<file path="config.mk">
export PLATFORM = sky130hd
export DESIGN_NAME = ddr_sync_fifo_loop
export DESIGN_NICKNAME = d
export VERILOG_FILES = /design/src/rtl/ddr_global_pkg.sv /design/src/rtl/ddr_fifo_loop_ptr.sv /design/src/rtl/ddr_sync_fifo_loop.sv
export SDC_FILE = /design/constraint.sdc
export NUM_CORES = 1
export LEC_CHECK = 0
export CORE_UTILIZATION = 51
export CTS_CLUSTER_DIAMETER = 30
export DETAILED_ROUTE_END_ITERATION = 10
export DONT_BUFFER_PORTS = 1
export PLACE_DENSITY = 0.66
export RECOVER_POWER = 50
export SYNTH_ARGS = -nofsm -noshare
export SYNTH_HDL_FRONTEND = slang
export SYNTH_HIERARCHICAL = 1
export SYNTH_SLANG_ARGS = --single-unit
</file>
<file path="constraint.sdc">
create_clock -name i_clk -period 8.5 [get_ports i_clk]
set_clock_uncertainty 0.05 [all_clocks]
set_input_delay 2.55 -clock i_clk [delete_from_list [all_inputs] [get_ports i_clk]]
set_output_delay 2.55 -clock i_clk [all_outputs]
set_load 0.005 [all_outputs]
</file>
<file path="src/rtl/ddr_global_pkg.sv">
// Shared constants and helpers for the DDR datapath FIFO blocks.
package ddr_global_pkg;

  localparam int unsigned DDR_FIFO_MIN_DEPTH = 4;

  // True when n is a non-zero power of two.
  function automatic bit ddr_is_pow2(input int unsigned n);
    return (n != 0) && ((n & (n - 1)) == 0);
  endfunction

endpackage

</file>
<file path="src/rtl/ddr_fifo_loop_ptr.sv">
// FIFO pointer: binary increment with wrap bit, or windowed replay between start and stop.
module ddr_fifo_loop_ptr #(
  parameter int unsigned AWIDTH = 4
) (
  input  logic              i_clk,
  input  logic              i_rst_n,
  input  logic              i_clr,
  input  logic              i_load,
  input  logic              i_loop_mode,
  input  logic              i_inc,
  input  logic [AWIDTH-1:0] i_start_ptr,
  input  logic [AWIDTH-1:0] i_stop_ptr,
  output logic [AWIDTH:0]   o_ptr
);

  localparam int unsigned PW = AWIDTH + 1;

  logic [PW-1:0]     ptr_q;
  logic [PW-1:0]     ptr_d;
  logic [AWIDTH-1:0] addr;

  assign addr = ptr_q[AWIDTH-1:0];

  // Clear beats load beats increment; loop mode drops the wrap bit.
  always_comb begin
    ptr_d = ptr_q;
    if (i_clr) begin
      ptr_d = '0;
    end else if (i_load) begin
      ptr_d = {1'b0, i_start_ptr};
    end else if (i_inc) begin
      if (!i_loop_mode) begin
        ptr_d = ptr_q + PW'(1);
      end else if (addr == i_stop_ptr) begin
        ptr_d = {1'b0, i_start_ptr};
      end else begin
        ptr_d = {1'b0, addr + AWIDTH'(1)};
      end
    end
  end

  always_ff @(posedge i_clk or negedge i_rst_n) begin
    if (!i_rst_n) begin
      ptr_q <= '0;
    end else begin
      ptr_q <= ptr_d;
    end
  end

  assign o_ptr = ptr_q;

endmodule

</file>
<file path="src/rtl/ddr_sync_fifo_loop.sv">
// Single-clock show-ahead FIFO with a replay (loop) mode that cycles a fixed address window.
module ddr_sync_fifo_loop
  import ddr_global_pkg::*;
#(
  parameter int unsigned WIDTH  = 32,
  parameter int unsigned DEPTH  = 16,
  parameter int unsigned AWIDTH = $clog2(DEPTH)
) (
  input  logic              i_clk,
  input  logic              i_rst_n,
  input  logic              i_clr,
  input  logic              i_loop_mode,
  input  logic              i_load_ptr,
  input  logic [AWIDTH-1:0] i_start_ptr,
  input  logic [AWIDTH-1:0] i_stop_ptr,
  input  logic [AWIDTH:0]   i_af_thresh,
  input  logic [AWIDTH:0]   i_ae_thresh,
  input  logic              i_write,
  input  logic [WIDTH-1:0]  i_wdata,
  input  logic              i_read,
  input  logic              i_err_clr,
  output logic [WIDTH-1:0]  o_rdata,
  output logic              o_full,
  output logic              o_afull,
  output logic              o_empty_n,
  output logic              o_aempty,
  output logic [AWIDTH:0]   o_level,
  output logic              o_overflow,
  output logic              o_underflow
);

  localparam int unsigned PW = AWIDTH + 1;

  if (DEPTH < DDR_FIFO_MIN_DEPTH || !ddr_is_pow2(DEPTH)) begin : g_bad_depth
    $error("ddr_sync_fifo_loop: DEPTH must be a power of two and at least DDR_FIFO_MIN_DEPTH");
  end

  logic [PW-1:0]    wptr;
  logic [PW-1:0]    rptr;
  logic [PW-1:0]    level;
  logic             fifo_full;
  logic             fifo_empty_n;
  logic             wr_acc;
  logic             rd_acc;
  logic             rw_ok;
  logic             mem_we;
  logic             overflow_q;
  logic             underflow_q;
  logic [WIDTH-1:0] mem [DEPTH];

  assign level        = wptr - rptr;
  assign fifo_full    = (level == PW'(DEPTH));
  assign fifo_empty_n = (level != '0);

  // Loop mode never blocks a request: the window just recirculates.
  assign wr_acc = i_write & (i_loop_mode | ~fifo_full);
  assign rd_acc = i_read  & (i_loop_mode | fifo_empty_n);
  assign rw_ok  = ~i_clr & ~i_load_ptr;
  assign mem_we = wr_acc & rw_ok;

  ddr_fifo_loop_ptr #(.AWIDTH(AWIDTH)) u_wptr (
    .i_clk       (i_clk),
    .i_rst_n     (i_rst_n),
    .i_clr       (i_clr),
    .i_load      (i_load_ptr),
    .i_loop_mode (i_loop_mode),
    .i_inc       (wr_acc),
    .i_start_ptr (i_start_ptr),
    .i_stop_ptr  (i_stop_ptr),
    .o_ptr       (wptr)
  );

  ddr_fifo_loop_ptr #(.AWIDTH(AWIDTH)) u_rptr (
    .i_clk       (i_clk),
    .i_rst_n     (i_rst_n),
    .i_clr       (i_clr),
    .i_load      (i_load_ptr),
    .i_loop_mode (i_loop_mode),
    .i_inc       (rd_acc),
    .i_start_ptr (i_start_ptr),
    .i_stop_ptr  (i_stop_ptr),
    .o_ptr       (rptr)
  );

  // Storage is deliberately unreset; contents survive clear and reset.
  always_ff @(posedge i_clk) begin
    if (mem_we) begin
      mem[wptr[AWIDTH-1:0]] <= i_wdata;
    end
  end

  // Sticky errors: only a rejected normal-mode request sets them.
  always_ff @(posedge i_clk or negedge i_rst_n) begin
    if (!i_rst_n) begin
      overflow_q  <= 1'b0;
      underflow_q <= 1'b0;
    end else if (i_clr || i_err_clr) begin
      overflow_q  <= 1'b0;
      underflow_q <= 1'b0;
    end else if (rw_ok && !i_loop_mode) begin
      if (i_write && fifo_full) begin
        overflow_q <= 1'b1;
      end
      if (i_read && !fifo_empty_n) begin
        underflow_q <= 1'b1;
      end
    end
  end

  assign o_rdata     = mem[rptr[AWIDTH-1:0]];
  assign o_level     = i_loop_mode ? '0 : level;
  assign o_full      = ~i_loop_mode & fifo_full;
  assign o_empty_n   = i_loop_mode | fifo_empty_n;
  assign o_afull     = ~i_loop_mode & (level >= i_af_thresh);
  assign o_aempty    = ~i_loop_mode & (level <= i_ae_thresh);
  assign o_overflow  = overflow_q;
  assign o_underflow = underflow_q;

endmodule

</file>
==> results of run 1 <==
## per-stage QoR
| stage | hold WS (ns) | worst slack (ns) | cell area, um2 | std cells | power (W) |
|---|---|---|---|---|---|
| after floorplan | 0.429 | 1.77 | 20900 | 894 | 0.00331 |
| after global placement | 0.477 | 2.39 | 21500 | 1402 | 0.00341 |
| after detailed placement | 0.474 | 2.38 | 21500 | 1402 | 0.00341 |
| after CTS | 0.487 | 1.89 | 24800 | 1576 | 0.00716 |
| after global routing | 0.501 | 1.51 | 24800 | 1576 | 0.00730 |
| final | 0.483 | 1.94 | 24800 | 1576 | 0.00709 |
## power groups by stage
| stage | Combinational [W] | Clock (W) | Sequential (W) |
|---|---|---|---|
| floorplan | 0.000392 | 0 | 0.00292 |
| CTS | 0.000456 | 0.00379 | 0.00291 |
| finish | 0.000441 | 0.00374 | 0.00291 |
| global placement | 0.000449 | 0 | 0.00296 |
| detailed placement | 0.000455 | 0 | 0.00296 |
| global route | 0.000477 | 0.00391 | 0.00291 |
## worst min path at each step
stage / cells after the start / slack, ns / endpoint
finish: 1 / 0.48 / o_overflow$_DFFE_PN0P_
floorplan: 2 / 0.43 / o_underflow$_DFFE_PN0P_
detailed placement: 1 / 0.47 / o_overflow$_DFFE_PN0P_
global route: 1 / 0.50 / o_overflow$_DFFE_PN0P_
CTS: 1 / 0.49 / o_overflow$_DFFE_PN0P_
global placement: 1 / 0.48 / o_overflow$_DFFE_PN0P_
## cell families (layout without fill, tap and decap cells)
logic type | after synthesis | count (layout)
xor+xnor | 12 | 12
flops | 524 | 524
compound gates | 33 | 33
buf+inv | 62 | 219
mux | 169 | 169
simple gates | 77 | 77
fa+ha+maj | 17 | 17
## metal layers
metal | wire length, um | GRT usage [%]
met1 | 17900 | 28.3
met2 | 21700 | 35.4
met3 | 2740 | 5.20
met4 | 579 | 6.24
met5 | 0 | 0
## layout make-up
class / instances / area [um2] / area share, %
repair buffers: 21 / 166 / 0.672
well taps: 525 / 657 / 2.65
inverters: 24 / 90.1 / 0.364
clock buffers: 103 / 2410 / 9.72
multi-input cells: 308 / 4910 / 19.8
flip-flops and latches: 524 / 15700 / 63.4
clock inverters: 71 / 838 / 3.39
## state kept, by name, indices dropped and copies added (netlist names)
name,flops
o_overflow,1
mem,512
u_wptr/o_ptr,5
o_underflow,1
u_rptr/o_ptr,5
## Yosys cell counts (2+ instances only)
master	n	area (um2)
sky130_fd_sc_hd__and2b_2	2	17.5
sky130_fd_sc_hd__o22ai_1	4	25.0
sky130_fd_sc_hd__buf_2	2	10.0
sky130_fd_sc_hd__mux2i_1	9	90.1
sky130_fd_sc_hd__xor2_1	7	61.3
sky130_fd_sc_hd__nand3_1	8	40.0
sky130_fd_sc_hd__nor2b_1	6	37.5
sky130_fd_sc_hd__o211ai_1	2	15.0
sky130_fd_sc_hd__a31oi_4	2	42.5
sky130_fd_sc_hd__clkbuf_1	18	67.6
sky130_fd_sc_hd__buf_6	12	135
sky130_fd_sc_hd__mux4_1	50	1310
sky130_fd_sc_hd__o21ai_0	8	40.0
sky130_fd_sc_hd__edfxtp_1	512	15400
sky130_fd_sc_hd__or2_2	4	25.0
sky130_fd_sc_hd__a21o_1	2	15.0
sky130_fd_sc_hd__nor3_1	15	75.1
sky130_fd_sc_hd__dfrtp_1	12	300
sky130_fd_sc_hd__buf_1	3	11.3
sky130_fd_sc_hd__mux4_2	110	2480
sky130_fd_sc_hd__a31oi_1	3	18.8
sky130_fd_sc_hd__xnor2_1	5	43.8
sky130_fd_sc_hd__buf_8	3	45.0
sky130_fd_sc_hd__nand2b_1	3	18.8
sky130_fd_sc_hd__nand2_1	7	26.3
sky130_fd_sc_hd__inv_1	22	82.6
sky130_fd_sc_hd__ha_1	16	200
sky130_fd_sc_hd__nor2_1	18	67.6
sky130_fd_sc_hd__nor4_1	7	43.8
sky130_fd_sc_hd__a21oi_1	7	35.0
sky130_fd_sc_hd__inv_2	2	7.51
==> reports/metrics.csv, run 1 <==
metric,value,unit
run status,"complete, but fails checks",
failing checks,"capacitance limit, slew limit",
number of antenna repair diodes,0,
hold path startpoint,o_overflow$_DFFE_PN0P_,
path type of the worst min-delay path,reg -> reg,
"Clk pin slew, worst setup/hold paths",0.05,ns
Crit. Startpoint,u_rptr/o_ptr[1]$_DFFE_PN0P_,
Avg Vias per Cell,6.01,
r2r worst-path depth,8,
highest achievable clock rate,0.152,GHz
average size of a mapped cell,23.4,um2
Critical Path Fanout Max,69,
switching power total,0.00153,W
Boundary Pins,101,
unrepaired setup endpoints after global routing,false,
post-synthesis xor/xnor area fraction,0.503,%
remaining design rule violation count,0,
proportion of layout cells with a drive suffix above 1,29.6,%
row count,73,
ratio of total power to cell area,286,nW/um2
setup slack of the most critical reg-to-reg path,1.94,ns
IO buf count,0,
global-route wire length before repair,63.5,mm
multiplexer share of the synthesized area,18.6,%
number of setup violations in the final report,0,
logic depth of the worst setup path including buffers,8,
sequential-to-total area share from yosys stat,75.0,%
Leakage Power,8.04,nW
sw frac,21.5,%
# Max-Cap Violations,2,
startpoint-to-endpoint class of the critical path,reg -> reg,
"Net Count, Synth",969,
Post-Synthesis Cell Area,20900,um2
peak ir drop on the vdd network,0.000192,V
via count of the first global-routing pass,9959,
nature of the critical path endpoint,flip-flop,
part of the total power dissipated in sequential elements,41.0,%
most common flop cell mapped by yosys,sky130_fd_sc_hd__edfxtp_1,
post-route clock period utilization,77.2,%
total number of H-tree levels,3,
maximum buffer depth of the clock tree,3,
utilization of the core after routing,61.7,%
power share of the combinational group,6.2,%
total count of hold-check failures in the final report,0,
Syn. warnings,6,
count of instances resized after the clock tree is built,0,
Routed wire per std cell,27.2,um
iteration count of the initial detailed-routing pass,5,
Pins Over Slew Limit,28,
compound-cell area share of the yosys netlist,1.16,%
Max-slew headroom,-88.5,%
"leading cell types in the layout, fill and taps excluded","sky130_fd_sc_hd__edfxtp_1, sky130_fd_sc_hd__mux4_2, sky130_fd_sc_hd__clkbuf_16, sky130_fd_sc_hd__mux4_1, sky130_fd_sc_hd__inv_1",
largest net degree at the start of global routing,94,
Sum Neg Setup Slack,0,ns
Die Width,204,um
Worst Tran Pin Value,2.80,ns
Reg-to-Reg Start,u_rptr/o_ptr[1]$_DFFE_PN0P_,
number of DRC markers in iteration 0,643,
post-synthesis cell type count,44,
required time of the critical path,8.74,ns
simple-gate share of the synthesized area,1.95,%
peak per-stage delay on the critical path,2.18,ns
highest-delay cell along the critical path,sky130_fd_sc_hd__o31ai_1,
Vert. Die Dim,204,um
signed area change from the synthesized netlist to the final layout,18.5,%
number of antenna violations at the first check in global routing,0,
share of async-settable or async-resettable flops after synthesis,2.29,%
number of buffers inserted by hold repair at cts,0,
Pint,0.00556,W
Post-Synthesis Cells,894,
clock buffer count from CTS,93,
cell type group with the largest total delay on the critical path,compound AO/OA/AOI/OAI gates,
endpoint of the worst setup timing path,mem[8][8]$_DFFE_PP_,
initial standard-cell utilization of the core,52.1,%
Antenna Violating Nets Remaining,0,
clock latency on the worst-skew pair,0.60,ns
main combinational cell family by area after synthesis,multiplexers,
Total GRT Usage,21.4,%
number of fill cells,2673,
setup bufs post-CTS,0,
area of the core region,40100,um2
number of flip-flops and latches in the synthesized netlist,524,
"most common cell after layout, fill and taps aside",sky130_fd_sc_hd__edfxtp_1,
"EDFF count, synth",512,
Overflow after GRT,0,
area enclosed by the die boundary,41800,um2
RD Place Congestion,0.763,
sequence of cells on the critical path,inv_1 -> fa_1 -> a21o_1 -> a21oi_1 -> xnor2_1 -> o31ai_1 -> nor4_1 -> buf_4,
total routed wirelength,42.9,mm
clk sink count,524,
routed vias,9468,
Clock Tree Root,sky130_fd_sc_hd__clkbuf_16,
Worst EP arrival,6.80,ns
nets,1047,
Clock power frac,52.7,%
clock tree from TritonCTS,done,
RR Endpoint,mem[8][8]$_DFFE_PP_,
HPWL after detailed placement,20.4,mm
Crit path buffers/inverters,2,
clock period minus worst slack,6.56,ns
nature of the critical path startpoint,flip-flop,
"share of synthesized cell area in full adder, half adder and majority cells",1.05,%
No activity file was read; power rests on OpenSTA's default activity.
==> run 2, diff against run 1 <==
==> constraint.sdc (replaced) <==
create_clock -name i_clk -period 6.7 [get_ports i_clk]
set_clock_uncertainty 0.05 [all_clocks]
set_input_delay 2.01 -clock i_clk [delete_from_list [all_inputs] [get_ports i_clk]]
set_output_delay 2.01 -clock i_clk [all_outputs]
set_load 0.005 [all_outputs]
==> run 2 against run 1 <==
The run still ends with capacitance limit, slew limit left. Flip-flop and latch count is the same. Die area unchanged. Core utilization increased by 0.78 points. Highest routed layer unchanged. Critical endpoint is now o_aempty. Sequential share of layout area down 0.79 points. Clock-buffer cell count rose by 6. Clock power grew 36%. Via count rose by 0.89%. Wire length grew 0.69%.
==> reports/metrics.csv, run 2 (synthesized netlist as in run 1, its figures left out) <==
metric,value,unit,change
RD Place Congestion,0.769,,was 0.763
post-route clock period utilization,82.7,%,
Vert. Die Dim,204,um,unchanged
Worst Tran Pin Value,2.86,ns,was 2.80 ns
Metal-1 WL,17.8,mm,was 17.9 mm
"Clk pin slew, worst setup/hold paths",0.04,ns,was 0.05 ns
Critical Path Fanout Max,16,,was 69
number of setup violations in the final report,0,,unchanged
Antenna Violating Nets Remaining,0,,unchanged
Total GRT Usage,21.5,%,was 21.4%
nature of the critical path endpoint,primary output,,was flip-flop
clock buffer count from CTS,100,,was 93
area after detailed placement,21600,um2,was 21500 um2
setup slack of the most critical reg-to-reg path,1.32,ns,was 1.94 ns
clock period minus worst slack,5.54,ns,
number of antenna repair diodes,0,,unchanged
Max-slew headroom,-92.0,%,was -88.5%
hold path startpoint,o_underflow$_DFFE_PN0P_,,was o_overflow$_DFFE_PN0P_
clock tree from TritonCTS,done,,unchanged
iteration count of the initial detailed-routing pass,5,,unchanged
Boundary Pins,101,,unchanged
routed vias,9552,,was 9468
clk sink count,524,,unchanged
ratio of total power to cell area,372,nW/um2,was 286 nW/um2
number of buffers inserted by hold repair at cts,0,,unchanged
Reg-to-Reg Start,u_wptr/o_ptr[0]$_DFFE_PN0P_,,was u_rptr/o_ptr[1]$_DFFE_PN0P_
Overflow after GRT,0,,unchanged
via count of the first global-routing pass,9983,,was 9959
Worst EP arrival,3.48,ns,was 6.80 ns
run status,"complete, but fails checks",,unchanged
count of instances resized after the clock tree is built,0,,unchanged
met3 wire len,2.84,mm,was 2.74 mm
signed area change from the synthesized netlist to the final layout,20.0,%,was 18.5%
"leading cell types in the layout, fill and taps excluded","sky130_fd_sc_hd__edfxtp_1, sky130_fd_sc_hd__mux4_2, sky130_fd_sc_hd__clkbuf_16, sky130_fd_sc_hd__mux4_1, sky130_fd_sc_hd__inv_1",,unchanged
clock latency on the worst-skew pair,0.61,ns,was 0.60 ns
initial standard-cell utilization of the core,52.1,%,unchanged
Pins Over Slew Limit,18,,was 28
Routed wire per std cell,27.1,um,was 27.2 um
top layer used by detailed routing,met4,,unchanged
startpoint-to-endpoint class of the critical path,reg -> out,,was reg -> reg
required time of the critical path,4.64,ns,was 8.74 ns
Worst Hold End,o_underflow$_DFFE_PN0P_,,was o_overflow$_DFFE_PN0P_
remaining design rule violation count,0,,unchanged
Leakage Power,8.17,nW,was 8.04 nW
r2r worst-path depth,12,,was 8
path type of the worst min-delay path,reg -> reg,,unchanged
total count of hold-check failures in the final report,0,,unchanged
total number of H-tree levels,3,,unchanged
unrepaired setup endpoints after global routing,false,,unchanged
global-route wire length before repair,63.9,mm,was 63.5 mm
IO buf count,0,,unchanged
RR Endpoint,u_wptr/o_ptr[0]$_DFFE_PN0P_,,was mem[8][8]$_DFFE_PP_
maximum buffer depth of the clock tree,3,,unchanged
largest net degree at the start of global routing,87,,was 94
number of DRC markers in iteration 0,696,,was 643
number of antenna violations at the first check in global routing,0,,unchanged
highest achievable clock rate,0.181,GHz,
total routed wirelength,43.2,mm,was 42.9 mm
nature of the critical path startpoint,flip-flop,,unchanged
Avg Vias per Cell,6.00,,was 6.01
nets,1057,,was 1047
area enclosed by the die boundary,41800,um2,unchanged
Total Power,0.00932,W,was 0.00709 W
failing checks,"capacitance limit, slew limit",,unchanged
Sum Neg Setup Slack,0,ns,unchanged
row count,73,,unchanged
sequence of cells on the critical path,inv_1 -> ha_1 -> inv_1 -> fa_1 -> a21o_1 -> a21oi_1 -> xnor2_1 -> inv_1 -> ha_1 -> mux2i_1 -> a21oi_1 -> nor2_1,,was inv_1 -> fa_1 -> a21o_1 -> a21oi_1 -> xnor2_1 -> o31ai_1 -> nor4_1 -> buf_4
"most common cell after layout, fill and taps aside",sky130_fd_sc_hd__edfxtp_1,,unchanged
proportion of layout cells with a drive suffix above 1,31.0,%,was 29.6%
Clock Tree Root,sky130_fd_sc_hd__clkbuf_16,,unchanged
Die Width,204,um,unchanged
sum of met2 wire segment lengths after detailed routing,21.8,mm,was 21.7 mm
peak ir drop on the vdd network,0.000326,V,was 0.000192 V
peak per-stage delay on the critical path,0.60,ns,was 2.18 ns
library cell appearing most often on the critical path,sky130_fd_sc_hd__inv_1,,
area of the core region,40100,um2,unchanged
worst hold path stage count,2,,was 1
"final std cell area, no fill",25100,um2,was 24800 um2
highest-delay cell along the critical path,sky130_fd_sc_hd__dfrtp_1,,was sky130_fd_sc_hd__o31ai_1
HPWL after detailed placement,20.3,mm,was 20.4 mm
# Max-Cap Violations,1,,was 2
setup bufs post-CTS,0,,unchanged
"flip-flop count of the largest register, all copies and words added",512,,unchanged
==> run 2: power breakdown <==
part	internal (W)	leakage [nW]	total [W]	switching, W
clock network	0.00339	1.67	0.00507	0.00169
logic	0.000299	1.74	0.000591	0.000291
registers	0.00364	4.76	0.00366	0.0000251
total	0.00732	8.17	0.00932	0.00200
==> run 2: worst max-delay path by stage <==
stage / from / end / cells past startpoint
floorplan: i_load_ptr / mem[2][0]$_DFFE_PP_ / 3
CTS: u_wptr/o_ptr[0]$_DFFE_PN0P_ / o_aempty / 12
global placement: i_ae_thresh[1] / o_aempty / 7
detailed placement: u_wptr/o_ptr[0]$_DFFE_PN0P_ / o_aempty / 12
finish: u_wptr/o_ptr[0]$_DFFE_PN0P_ / o_aempty / 12
global route: u_wptr/o_ptr[0]$_DFFE_PN0P_ / mem[15][3]$_DFFE_PP_ / 9
==> run 2: worst max-delay path, delay by kind of cell, from the launching register on <==
family          cells  cell delay [ns]
buf+inv             3             0.42
flops               1             0.60
compound gates      3             0.41
xor+xnor            1             0.24
simple gates        1             0.14
mux                 1             0.19
fa+ha+maj           3             0.88
==> run 2: layer usage <==
| metal | GRT usage [%] | vias to the layer above |
|---|---|---|
| li1 | - | 4081 |
| met1 | 28.5 | 5103 |
| met2 | 35.3 | 299 |
| met3 | 4.80 | 69 |
| met4 | 7.52 | 0 |
| met5 | 0 | - |
==> run 2: final cells by class <==
| type | instances | area [um2] |
|---|---|---|
| well taps | 525 | 657 |
| clock buffers | 109 | 2580 |
| repair buffers | 24 | 185 |
| flip-flops and latches | 524 | 15700 |
| multi-input cells | 308 | 4920 |
| inverters | 24 | 90.1 |
| clock inverters | 79 | 951 |
| fillers | 2644 | 15000 |
==> run 2: metrics by stage <==
step / instances / utilization [%] / setup slack, ns / hold slack (ns)
after floorplan: 894 / - / 0.506 / 0.429
after global placement: 1405 / 53.8 / 1.66 / 0.478
after detailed placement: 1405 / 53.8 / 1.66 / 0.473
after CTS: 1593 / 62.6 / 1.02 / 0.489
after global routing: 1593 / 62.5 / 0.866 / 0.501
final: 1593 / 62.5 / 1.16 / 0.478
==> run 3, diff against run 2 <==
--- a/config.mk
+++ b/config.mk
@@ -9,7 +9,7 @@
 export CTS_CLUSTER_DIAMETER = 30
 export DETAILED_ROUTE_END_ITERATION = 10
 export DONT_BUFFER_PORTS = 1
-export PLACE_DENSITY = 0.66
+export PLACE_DENSITY = 0.69
 export RECOVER_POWER = 50
 export SYNTH_ARGS = -nofsm -noshare
 export SYNTH_HDL_FRONTEND = slang
==> constraint.sdc (replaced) <==
create_clock -name i_clk -period 4.6 [get_ports i_clk]
set_clock_uncertainty 0.05 [all_clocks]
set_input_delay 1.38 -clock i_clk [delete_from_list [all_inputs] [get_ports i_clk]]
set_output_delay 1.38 -clock i_clk [all_outputs]
set_load 0.005 [all_outputs]
==> run 3 against run 2 <==
The flow still finishes with violations (capacitance limit, slew limit). Final area fell by 0.38%. Sequential share of layout area rose by 0.24 points. Critical path depth did not move. Combinational power rose by 55%. Worst setup slack got worse by 1.0 ns. Flip-flop and latch count did not move. Power rose by 43%. Global-route usage rose by 0.49 points. Register-to-register slack got worse by 0.78 ns. Cell count fell by 0.82%. First-iteration DRC count rose by 16%. Sequential power rose by 45%. Largest power group unchanged. Highest routed layer unchanged.
==> reports/metrics.csv, run 3 (synthesized netlist as in run 1, its figures left out) <==
metric,value,unit,change
number of antenna repair diodes,0,,unchanged
number of DRC markers in iteration 0,808,,was 696
iteration count of the initial detailed-routing pass,4,,was 5
total routed wirelength,44.0,mm,was 43.2 mm
Leakage Power,8.11,nW,was 8.17 nW
Reg-to-Reg Start,u_wptr/o_ptr[2]$_DFFE_PN0P_,,was u_wptr/o_ptr[0]$_DFFE_PN0P_
Routed wire per std cell,27.8,um,was 27.1 um
Boundary Pins,101,,unchanged
post-route clock period utilization,96.6,%,
Setup WS post-layout,0.156,ns,was 1.16 ns
"most common cell after layout, fill and taps aside",sky130_fd_sc_hd__edfxtp_1,,unchanged
run status,"complete, but fails checks",,unchanged
Max-slew headroom,-1.84,%,was -92.0%
number of antenna violations at the first check in global routing,0,,unchanged
row count,73,,unchanged
Worst Tran Pin Value,1.53,ns,was 2.86 ns
Crit. Startpoint,u_wptr/o_ptr[0]$_DFFE_PN0P_,,unchanged
Clock Tree Root,sky130_fd_sc_hd__clkbuf_16,,unchanged
clock buffer count from CTS,95,,was 100
Antenna Violating Nets Remaining,0,,unchanged
Total Power,0.0133,W,was 0.00932 W
initial standard-cell utilization of the core,52.1,%,unchanged
total count of hold-check failures in the final report,0,,unchanged
sequence of cells on the critical path,inv_1 -> ha_1 -> inv_1 -> fa_1 -> a21o_1 -> a21oi_2 -> xnor2_2 -> inv_2 -> ha_1 -> mux2i_1 -> a21oi_1 -> nor2_1,,was inv_1 -> ha_1 -> inv_1 -> fa_1 -> a21o_1 -> a21oi_1 -> xnor2_1 -> inv_1 -> ha_1 -> mux2i_1 -> a21oi_1 -> nor2_1
largest net degree at the start of global routing,133,,was 87
area of the core region,40100,um2,unchanged
number of setup violations in the final report,0,,unchanged
remaining design rule violation count,0,,unchanged
endpoint of the worst setup timing path,o_aempty,,unchanged
clock tree from TritonCTS,done,,unchanged
area enclosed by the die boundary,41800,um2,unchanged
routed vias,9633,,was 9552
number of buffers inserted by hold repair at cts,0,,unchanged
Avg Vias per Cell,6.10,,was 6.00
Vert. Die Dim,204,um,unchanged
HPWL after detailed placement,20.6,mm,was 20.3 mm
peak ir drop on the vdd network,0.000353,V,was 0.000326 V
path type of the worst min-delay path,in -> async,,was reg -> reg
Pins Over Slew Limit,18,,unchanged
placement-stage worst setup slack,0.604,ns,was 1.66 ns
"leading cell types in the layout, fill and taps excluded","sky130_fd_sc_hd__edfxtp_1, sky130_fd_sc_hd__mux4_2, sky130_fd_sc_hd__clkbuf_16, sky130_fd_sc_hd__mux4_1, sky130_fd_sc_hd__inv_1",,unchanged
peak per-stage delay on the critical path,0.40,ns,was 0.60 ns
required time of the critical path,3.17,ns,was 4.64 ns
"Clk pin slew, worst setup/hold paths",0.05,ns,was 0.04 ns
Worst EP arrival,3.01,ns,was 3.48 ns
Critical Path Fanout Max,5,,was 16
nature of the critical path endpoint,primary output,,unchanged
via count of the first global-routing pass,10216,,was 9983
maximum buffer depth of the clock tree,3,,unchanged
# Max-Cap Violations,1,,unchanged
startpoint-to-endpoint class of the critical path,reg -> out,,unchanged
nets,1054,,was 1057
highest-delay cell along the critical path,sky130_fd_sc_hd__fa_1,,was sky130_fd_sc_hd__dfrtp_1
unrepaired setup endpoints after global routing,false,,unchanged
signed area change from the synthesized netlist to the final layout,19.5,%,was 20.0%
setup slack of the most critical reg-to-reg path,0.54,ns,was 1.32 ns
clock latency on the worst-skew pair,0.59,ns,was 0.61 ns
proportion of layout cells with a drive suffix above 1,30.8,%,was 31.0%
Total GRT Usage,22.0,%,was 21.5%
RD Place Congestion,0.813,,was 0.769
clk sink count,524,,unchanged
Overflow after GRT,0,,unchanged
IO buf count,0,,unchanged
Die Width,204,um,unchanged
r2r worst-path depth,8,,was 12
nature of the critical path startpoint,flip-flop,,unchanged
global-route wire length before repair,65.8,mm,was 63.9 mm
total number of H-tree levels,3,,unchanged
RR Endpoint,mem[6][18]$_DFFE_PP_,,was u_wptr/o_ptr[0]$_DFFE_PN0P_
clock period minus worst slack,4.44,ns,
"flip-flop count of the largest register, all copies and words added",512,,unchanged
failing checks,"capacitance limit, slew limit",,unchanged
ratio of total power to cell area,533,nW/um2,was 372 nW/um2
highest achievable clock rate,0.225,GHz,
[run 3: layout make-up]
| type | instances | area, um2 |
|---|---|---|
| clock buffers | 108 | 2510 |
| clock inverters | 65 | 811 |
| fillers | 2596 | 15100 |
| inverters | 24 | 90.1 |
| multi-input cells | 308 | 5000 |
| flip-flops and latches | 524 | 15700 |
| well taps | 525 | 657 |
| repair buffers | 26 | 221 |
[run 3: metrics by stage]
step / TNS (ns) / utilization (%) / hold slack, ns / cell area, um2 / instances
6_report: 0 / 62.3 / 0.433 / 25000 / 1580
5_1_grt: 0 / 62.3 / 0.417 / 25000 / 1580
4_1_cts: 0 / 62.3 / 0.417 / 25000 / 1580
3_5_place_dp: 0 / 54.1 / 0.464 / 21700 / 1407
3_3_place_gp: 0 / 54.1 / 0.452 / 21700 / 1407
2_1_floorplan: -167.31 / - / 0.429 / 20900 / 894
[run 3: where the power goes]
group	switching (W)	leakage (nW)	internal (W)
Combinational	0.000468	1.77	0.000449
Sequential	0.0000182	4.76	0.00529
Clock	0.00232	1.58	0.00477
Total	0.00281	8.11	0.0105
[run 3: critical path, delay by kind of cell (launching register included)]
family          cells  cell delay [ns]
xor+xnor            1             0.20
simple gates        1             0.13
buf+inv             3             0.27
flops               1             0.37
mux                 1             0.19
fa+ha+maj           3             0.85
compound gates      3             0.43
[run 3: metal layers]
metal / share of wire, % / global-route usage (%) / wire length (um)
met5: 0 / 0 / 0
met4: 1.8 / 6.85 / 799
met3: 7.2 / 5.53 / 3150
met2: 50 / 35.0 / 21900
met1: 41 / 30.1 / 18100
[run 3: worst min path at each step]
| stage | slack, ns | cells past startpoint | end |
|---|---|---|---|
| 4_1_cts | 0.42 | 0 | u_rptr/o_ptr[3]$_DFFE_PN0P_ |
| 5_1_grt | 0.42 | 0 | u_rptr/o_ptr[3]$_DFFE_PN0P_ |
| 3_3_place_gp | 0.45 | 2 | o_underflow$_DFFE_PN0P_ |
| 3_5_place_dp | 0.46 | 2 | o_underflow$_DFFE_PN0P_ |
| 2_1_floorplan | 0.43 | 2 | o_underflow$_DFFE_PN0P_ |
| 6_report | 0.43 | 0 | u_rptr/o_ptr[3]$_DFFE_PN0P_ |
[run 3: what timing repair did]
item	CTS	global route
setup buffers	0	0
gates resized for setup	0	3
setup endpoints to repair	0	2
